## src/rtl/hazard_ctrl.sv

```systemverilog
// Pipeline hazard controller: load-use and branch-dependency stalls, jump flush.
// Optional performance counters are enabled with `define HAZARD_PERF_CNT_EN.
module hazard_ctrl #(
    parameter int                 REG_AW    = 5,
    parameter int                 LOAD_LAT  = 1,
    parameter int                 BR_LAT    = 2,
    parameter int                 PCSRC_W   = 3,
    parameter logic [PCSRC_W-1:0] BR_CODE_A = 3'b001,
    parameter logic [PCSRC_W-1:0] BR_CODE_B = 3'b011
) (
    input  logic               clk,
    input  logic               reset,
`ifdef HAZARD_PERF_CNT_EN
    input  logic               perf_clr,
    output logic [31:0]        stall_cycles,
    output logic [31:0]        flush_events,
`endif
    input  logic               idex_memread,
    input  logic               idex_regwr,
    input  logic               idex_jump,
    input  logic [REG_AW-1:0]  idex_rt,
    input  logic [REG_AW-1:0]  idex_rd,
    input  logic               exmem_regwr,
    input  logic [REG_AW-1:0]  exmem_rd,
    input  logic [REG_AW-1:0]  ifid_rs,
    input  logic [REG_AW-1:0]  ifid_rt,
    input  logic               ifid_memwr,
    input  logic [PCSRC_W-1:0] ifid_pcsrc,
    output logic               stall,
    output logic               pc_write,
    output logic               ifid_write,
    output logic               id_flush,
    output logic               if_flush,
    output logic               busy,
    output logic [1:0]         state_dbg
);

    if (LOAD_LAT < 1 || LOAD_LAT > 7) begin : g_bad_load_lat
        $error("hazard_ctrl: LOAD_LAT must be in 1..7");
    end
    if (BR_LAT < 1 || BR_LAT > 7) begin : g_bad_br_lat
        $error("hazard_ctrl: BR_LAT must be in 1..7");
    end

    typedef enum logic [1:0] {
        RUN      = 2'd0,
        LD_STALL = 2'd1,
        BR_STALL = 2'd2
    } state_t;

    localparam logic [2:0] LOAD_INIT = 3'(LOAD_LAT - 1);
    localparam logic [2:0] BR_INIT   = 3'(BR_LAT - 1);

    state_t     state, state_n;
    logic [2:0] cnt, cnt_n;
    logic       stall_raw, flush_raw;
    logic       lu_hit, is_br, ex_hit, mem_hit;

    assign lu_hit  = idex_memread && (idex_rt != '0) &&
                     ((idex_rt == ifid_rs) || ((idex_rt == ifid_rt) && !ifid_memwr));
    assign is_br   = (ifid_pcsrc == BR_CODE_A) || (ifid_pcsrc == BR_CODE_B);
    assign ex_hit  = is_br && idex_regwr && (idex_rd != '0) &&
                     ((idex_rd == ifid_rs) || (idex_rd == ifid_rt));
    assign mem_hit = is_br && exmem_regwr && (exmem_rd != '0) &&
                     ((exmem_rd == ifid_rs) || (exmem_rd == ifid_rt));

    always_ff @(posedge clk or negedge reset) begin
        if (!reset) begin
            state <= RUN;
            cnt   <= 3'd0;
        end else begin
            state <= state_n;
            cnt   <= cnt_n;
        end
    end

    // The RUN cycle that detects a hazard is itself the first stall cycle,
    // so the counter is loaded with LAT-1 remaining cycles.
    always_comb begin
        state_n   = state;
        cnt_n     = cnt;
        stall_raw = 1'b0;
        flush_raw = 1'b0;
        case (state)
            RUN: begin
                if (idex_jump) begin
                    flush_raw = 1'b1;
                end else if (lu_hit) begin
                    stall_raw = 1'b1;
                    if (LOAD_LAT > 1) begin
                        state_n = LD_STALL;
                        cnt_n   = LOAD_INIT;
                    end
                end else if (ex_hit) begin
                    stall_raw = 1'b1;
                    if (BR_LAT > 1) begin
                        state_n = BR_STALL;
                        cnt_n   = BR_INIT;
                    end
                end else if (mem_hit) begin
                    stall_raw = 1'b1;
                end
            end
            LD_STALL, BR_STALL: begin
                stall_raw = 1'b1;
                if (cnt <= 3'd1) begin
                    state_n = RUN;
                    cnt_n   = 3'd0;
                end else begin
                    cnt_n = cnt - 3'd1;
                end
            end
            default: begin
                state_n = RUN;
                cnt_n   = 3'd0;
            end
        endcase
    end

    // Gating with reset keeps the outputs quiet while reset is held low,
    // even though detection itself is combinational on the inputs.
    assign stall      = stall_raw & reset;
    assign if_flush   = flush_raw & reset;
    assign pc_write   = ~stall;
    assign ifid_write = ~stall;
    assign id_flush   = stall;
    assign busy       = (state != RUN);
    assign state_dbg  = state;

`ifdef HAZARD_PERF_CNT_EN
    localparam logic [31:0] CNT_MAX = 32'hFFFF_FFFF;

    always_ff @(posedge clk or negedge reset) begin
        if (!reset) begin
            stall_cycles <= 32'd0;
            flush_events <= 32'd0;
        end else if (perf_clr) begin
            stall_cycles <= 32'd0;
            flush_events <= 32'd0;
        end else begin
            if (stall && (stall_cycles != CNT_MAX)) stall_cycles <= stall_cycles + 32'd1;
            if (if_flush && (flush_events != CNT_MAX)) flush_events <= flush_events + 32'd1;
        end
    end
`endif

endmodule

```

## config.mk

```make
export PLATFORM = sky130hd
export DESIGN_NAME = hazard_ctrl
export DESIGN_NICKNAME = d
export VERILOG_FILES = /design/src/rtl/hazard_ctrl.sv
export SDC_FILE = /design/constraint.sdc
export NUM_CORES = 1
export LEC_CHECK = 0
export BUFFER_PORTS_ARGS = -buffer_cell sky130_fd_sc_hd__buf_2
export CAP_MARGIN = 20
export CORE_MARGIN = 2
export CORE_UTILIZATION = 40
export CTS_BUF_LIST = sky130_fd_sc_hd__clkbuf_8 sky130_fd_sc_hd__clkbuf_16
export DETAILED_ROUTE_END_ITERATION = 8
export GPL_TIMING_DRIVEN = 0
export PLACE_DENSITY = 0.75
export SKIP_CTS_REPAIR_TIMING = 1
export SLEW_MARGIN = 20
export SYNTH_ARGS = -nofsm -noshare
export SYNTH_HDL_FRONTEND = slang
export SYNTH_SLANG_ARGS = --single-unit
```

## constraint.sdc

```tcl
create_clock -name clk -period 3.8 [get_ports clk]
set_input_delay 0.19 -clock clk [delete_from_list [all_inputs] [get_ports clk]]
set_output_delay 0.19 -clock clk [all_outputs]
set_load 0.005 [all_outputs]
```

==> results.sh <==
export IMPL_drt_wl_total_mm=1.92
export IMPL_drt_iter0_drc=9
export IMPL_hpwl_mm=1.64
export IMPL_hold_slack_ns=0.323
export IMPL_reg2reg_slack_ns=2.52
export IMPL_synth_ff_latch_count=4
export IMPL_rows=15
export IMPL_clock_latency_ns=0.22
export IMPL_path_class="input pin to output port"
export IMPL_synthSimpleGateAreaFrac=0.210
export IMPL_slew_viol_final=0
export IMPL_cts_path_max_buffers=2
export IMPL_finalCriticalPeriod_ns=2.10
export IMPL_synth_top_area_cell="xor2_1"
export IMPL_cp_end_kind="output port"
export IMPL_gp_congestion=0.891
export IMPL_rsz0062_at_grt="false"
export IMPL_cts_sink_count=4
export IMPL_setup_tns_final_ns=0
export IMPL_syn_inst=91
export IMPL_final_nets=174
export IMPL_synthArstFlopShare=1.00
export IMPL_crit_reg2reg_capture="cnt[2]$_DFFE_PN0P_"
export IMPL_synth_top_family_by_area="XOR/XNOR gates"
export IMPL_r2r_start="state_dbg[1]$_DFFE_PN0P_"
export IMPL_cts_clk_slew_worst_paths_ns=0.03
export IMPL_start_kind="input pin"
export IMPL_diodes=0
export IMPL_syn_area_per_cell_um2=7.92
export IMPL_instances_no_fill=160
export IMPL_root_buffer="clkbuf_8"
export IMPL_drive_gt1_frac=0.356
export IMPL_grt_ovfl_total=0
export IMPL_pwr_density_cell_mw_per_mm2=272
export IMPL_power_frac_seq=0.231
export IMPL_grt_pass1_wl_mm=2.89
export IMPL_grt_pass1_vias=734
export IMPL_placedInstanceArea_um2=952
export IMPL_reg2regPathDepth=5
export IMPL_ys_flop_type="dfrtp_1"
export IMPL_dieWidth_um=46.4
export IMPL_die_h_um=46.4
export IMPL_p_total_mw=0.273
export IMPL_synthTopCellsByArea="xor2_1, xnor2_1, dfrtp_1"
export IMPL_port_buffers=40
export IMPL_power_frac_clock=0.325
export IMPL_wl_per_cell_um=12.0
export IMPL_outcome="complete, no violations"
export IMPL_stdcell_area_mm2=0.00100
export IMPL_yosysMostFrequentCell="xor2_1"
export IMPL_start_util=0.422
export IMPL_worst_path_most_repeated_cell="buf_2"
export IMPL_core_area_mm2=0.00171
export IMPL_firstDrtPassIters=4
export IMPL_yosysWarnings=0
export IMPL_synth_edf_count=0
export IMPL_htree_levels=1
export IMPL_p_comb_frac=0.445
export IMPL_synthAdderAreaFrac=0.0347
export IMPL_syn_nets=128
export IMPL_synth_area_um2=721
export IMPL_path_cells="buf_2, or4_1, o21a_1, and2_1, o41ai_1, buf_4, buf_2"
export IMPL_ys_types=34
export IMPL_final_antenna_net_count=0
export IMPL_cts_buffers=3
export IMPL_p_switching_mw=0.0935
export IMPL_syn2layout_area_growth_pct=39.2
export IMPL_crit_fanout=3
export IMPL_seq_area_frac_synth=0.139
export IMPL_cts_tree="done"
export IMPL_max_cap_viol_count=0
export IMPL_setup_violations=0
export IMPL_vias_per_cell=4.93
export IMPL_crit_required_ns=3.61
export IMPL_irDropWorstVdd_mv=0.276
export IMPL_die_area_mm2=0.00216
export IMPL_p_int_mw=0.179
export IMPL_crit_slowest_cell="or4_1"
export IMPL_synth_common_cells="xor2_1, xnor2_1, nand2_1, nor2_1, nor3_1"
export IMPL_finalHoldViolations=0
export IMPL_synth_xor_area_share=0.365
export IMPL_fin_ws_ns=1.70
export IMPL_dpl_worst_slack_ns=1.71
export IMPL_finalCritPeriodShare=0.552
export IMPL_yosysTopAreaCellShare=0.207
export IMPL_p_leak_nw=0.451
export IMPL_synth_compound_area_frac=0.179
export IMPL_fmax_mhz=477
export IMPL_drc=0
export IMPL_vias=788
export IMPL_slowest_delay_ns=0.53
export IMPL_netSwitchingFraction=0.343
export IMPL_grt_antenna_before_repair=0
export IMPL_grt_util_all_layers=0.185
export IMPL_placed_cells=156
export IMPL_arrival_ns=1.91
export IMPL_synth_mux_area_fraction=0
export IMPL_grt_max_degree=11
export IMPL_holdCritPathClass="input pin to async pin"
export IMPL_fin_skew_ns=0.00179
export IMPL_io_pins=43
export IMPL_fin_util=0.588
==> flip-flops by register name, summed over array words and instances (netlist names) <==
name,cells
state_dbg,1
cnt,3
==> area by class of cell <==
cell class	count	area, um2
flip-flops and latches	4	100
plain buffers	5	33.8
multi-input cells	78	572
repair buffers	41	210
clock buffers	3	41.3
fillers	166	704
well taps	25	31.3
inverters	4	15.0
==> metal layers <==
layer  part of all wire  vias to the layer above  track usage
met4                  0                        0       0.0514
met3              0.062                        0       0.0157
met5                  0                        -            0
met2               0.50                       31        0.350
met1               0.44                      351        0.217
li1                   -                      406            -
==> cell usage in the layout (no fill, tap or decap) <==
master         instances
conb_1                 1
nand3b_1               1
buf_2                 40
o41ai_1                1
dlygate4sd3_1          1
nor2_1                 5
clkbuf_8               3
nand3_1                4
buf_4                  4
nor3_1                 5
or4_1                  2
a21boi_0               1
nor4_1                 1
and2_1                 1
o31a_1                 1
xnor2_1               13
nand4b_1               1
nand4_1                1
o21bai_1               1
nand2_1                5
a2111o_1               1
nor2b_1                2
ha_1                   2
a2111oi_2              1
o41a_1                 1
o21ai_0                1
xor2_1                17
inv_1                  4
o32ai_1                1
dfrtp_1                4
o21a_1                 1
o211ai_1               1
o31ai_1                1
clkbuf_1               1
a22oi_1                1
and3_1                 1
a21oi_1                3
==> worst max path at each step <==
stage | to | slack, ns | cells after the start | from
2_1_floorplan | pc_write | 1.91 | 5 | idex_rt[1]
3_3_place_gp | pc_write | 1.72 | 7 | idex_rt[1]
3_5_place_dp | pc_write | 1.71 | 7 | idex_rt[1]
4_1_cts | pc_write | 1.70 | 7 | idex_rt[1]
5_1_grt | pc_write | 1.60 | 7 | idex_rt[1]
6_report | pc_write | 1.70 | 7 | idex_rt[1]
==> power groups by stage <==
stage / sequential [mW] / clock, mW / combinational (mW)
after floorplan: 0.0613 / 0 / 0.0744
after global placement: 0.0627 / 0 / 0.114
after detailed placement: 0.0632 / 0 / 0.119
after CTS: 0.0627 / 0.0912 / 0.120
after global routing: 0.0648 / 0.0925 / 0.136
final: 0.0630 / 0.0886 / 0.121
==> worst max-delay path: cells and delay by family <==
kind,cells,cell delay [ns]
and+or+nand+nor,2,0.69
AOI/OAI and AO/OA,2,0.63
buffers and inverters,3,0.39
==> logic make-up (layout without fill, tap and decap cells) <==
group | count (synthesis) | count (layout)
adder cells (fa/ha/maj) | 2 | 2
other | 1 | 1
XOR/XNOR | 30 | 30
AND/OR/NAND/NOR | 29 | 29
buffers and inverters | 9 | 53
AO/OA/AOI/OAI | 16 | 16
flip-flops | 4 | 4
No activity file was read; power rests on OpenSTA's default activity.
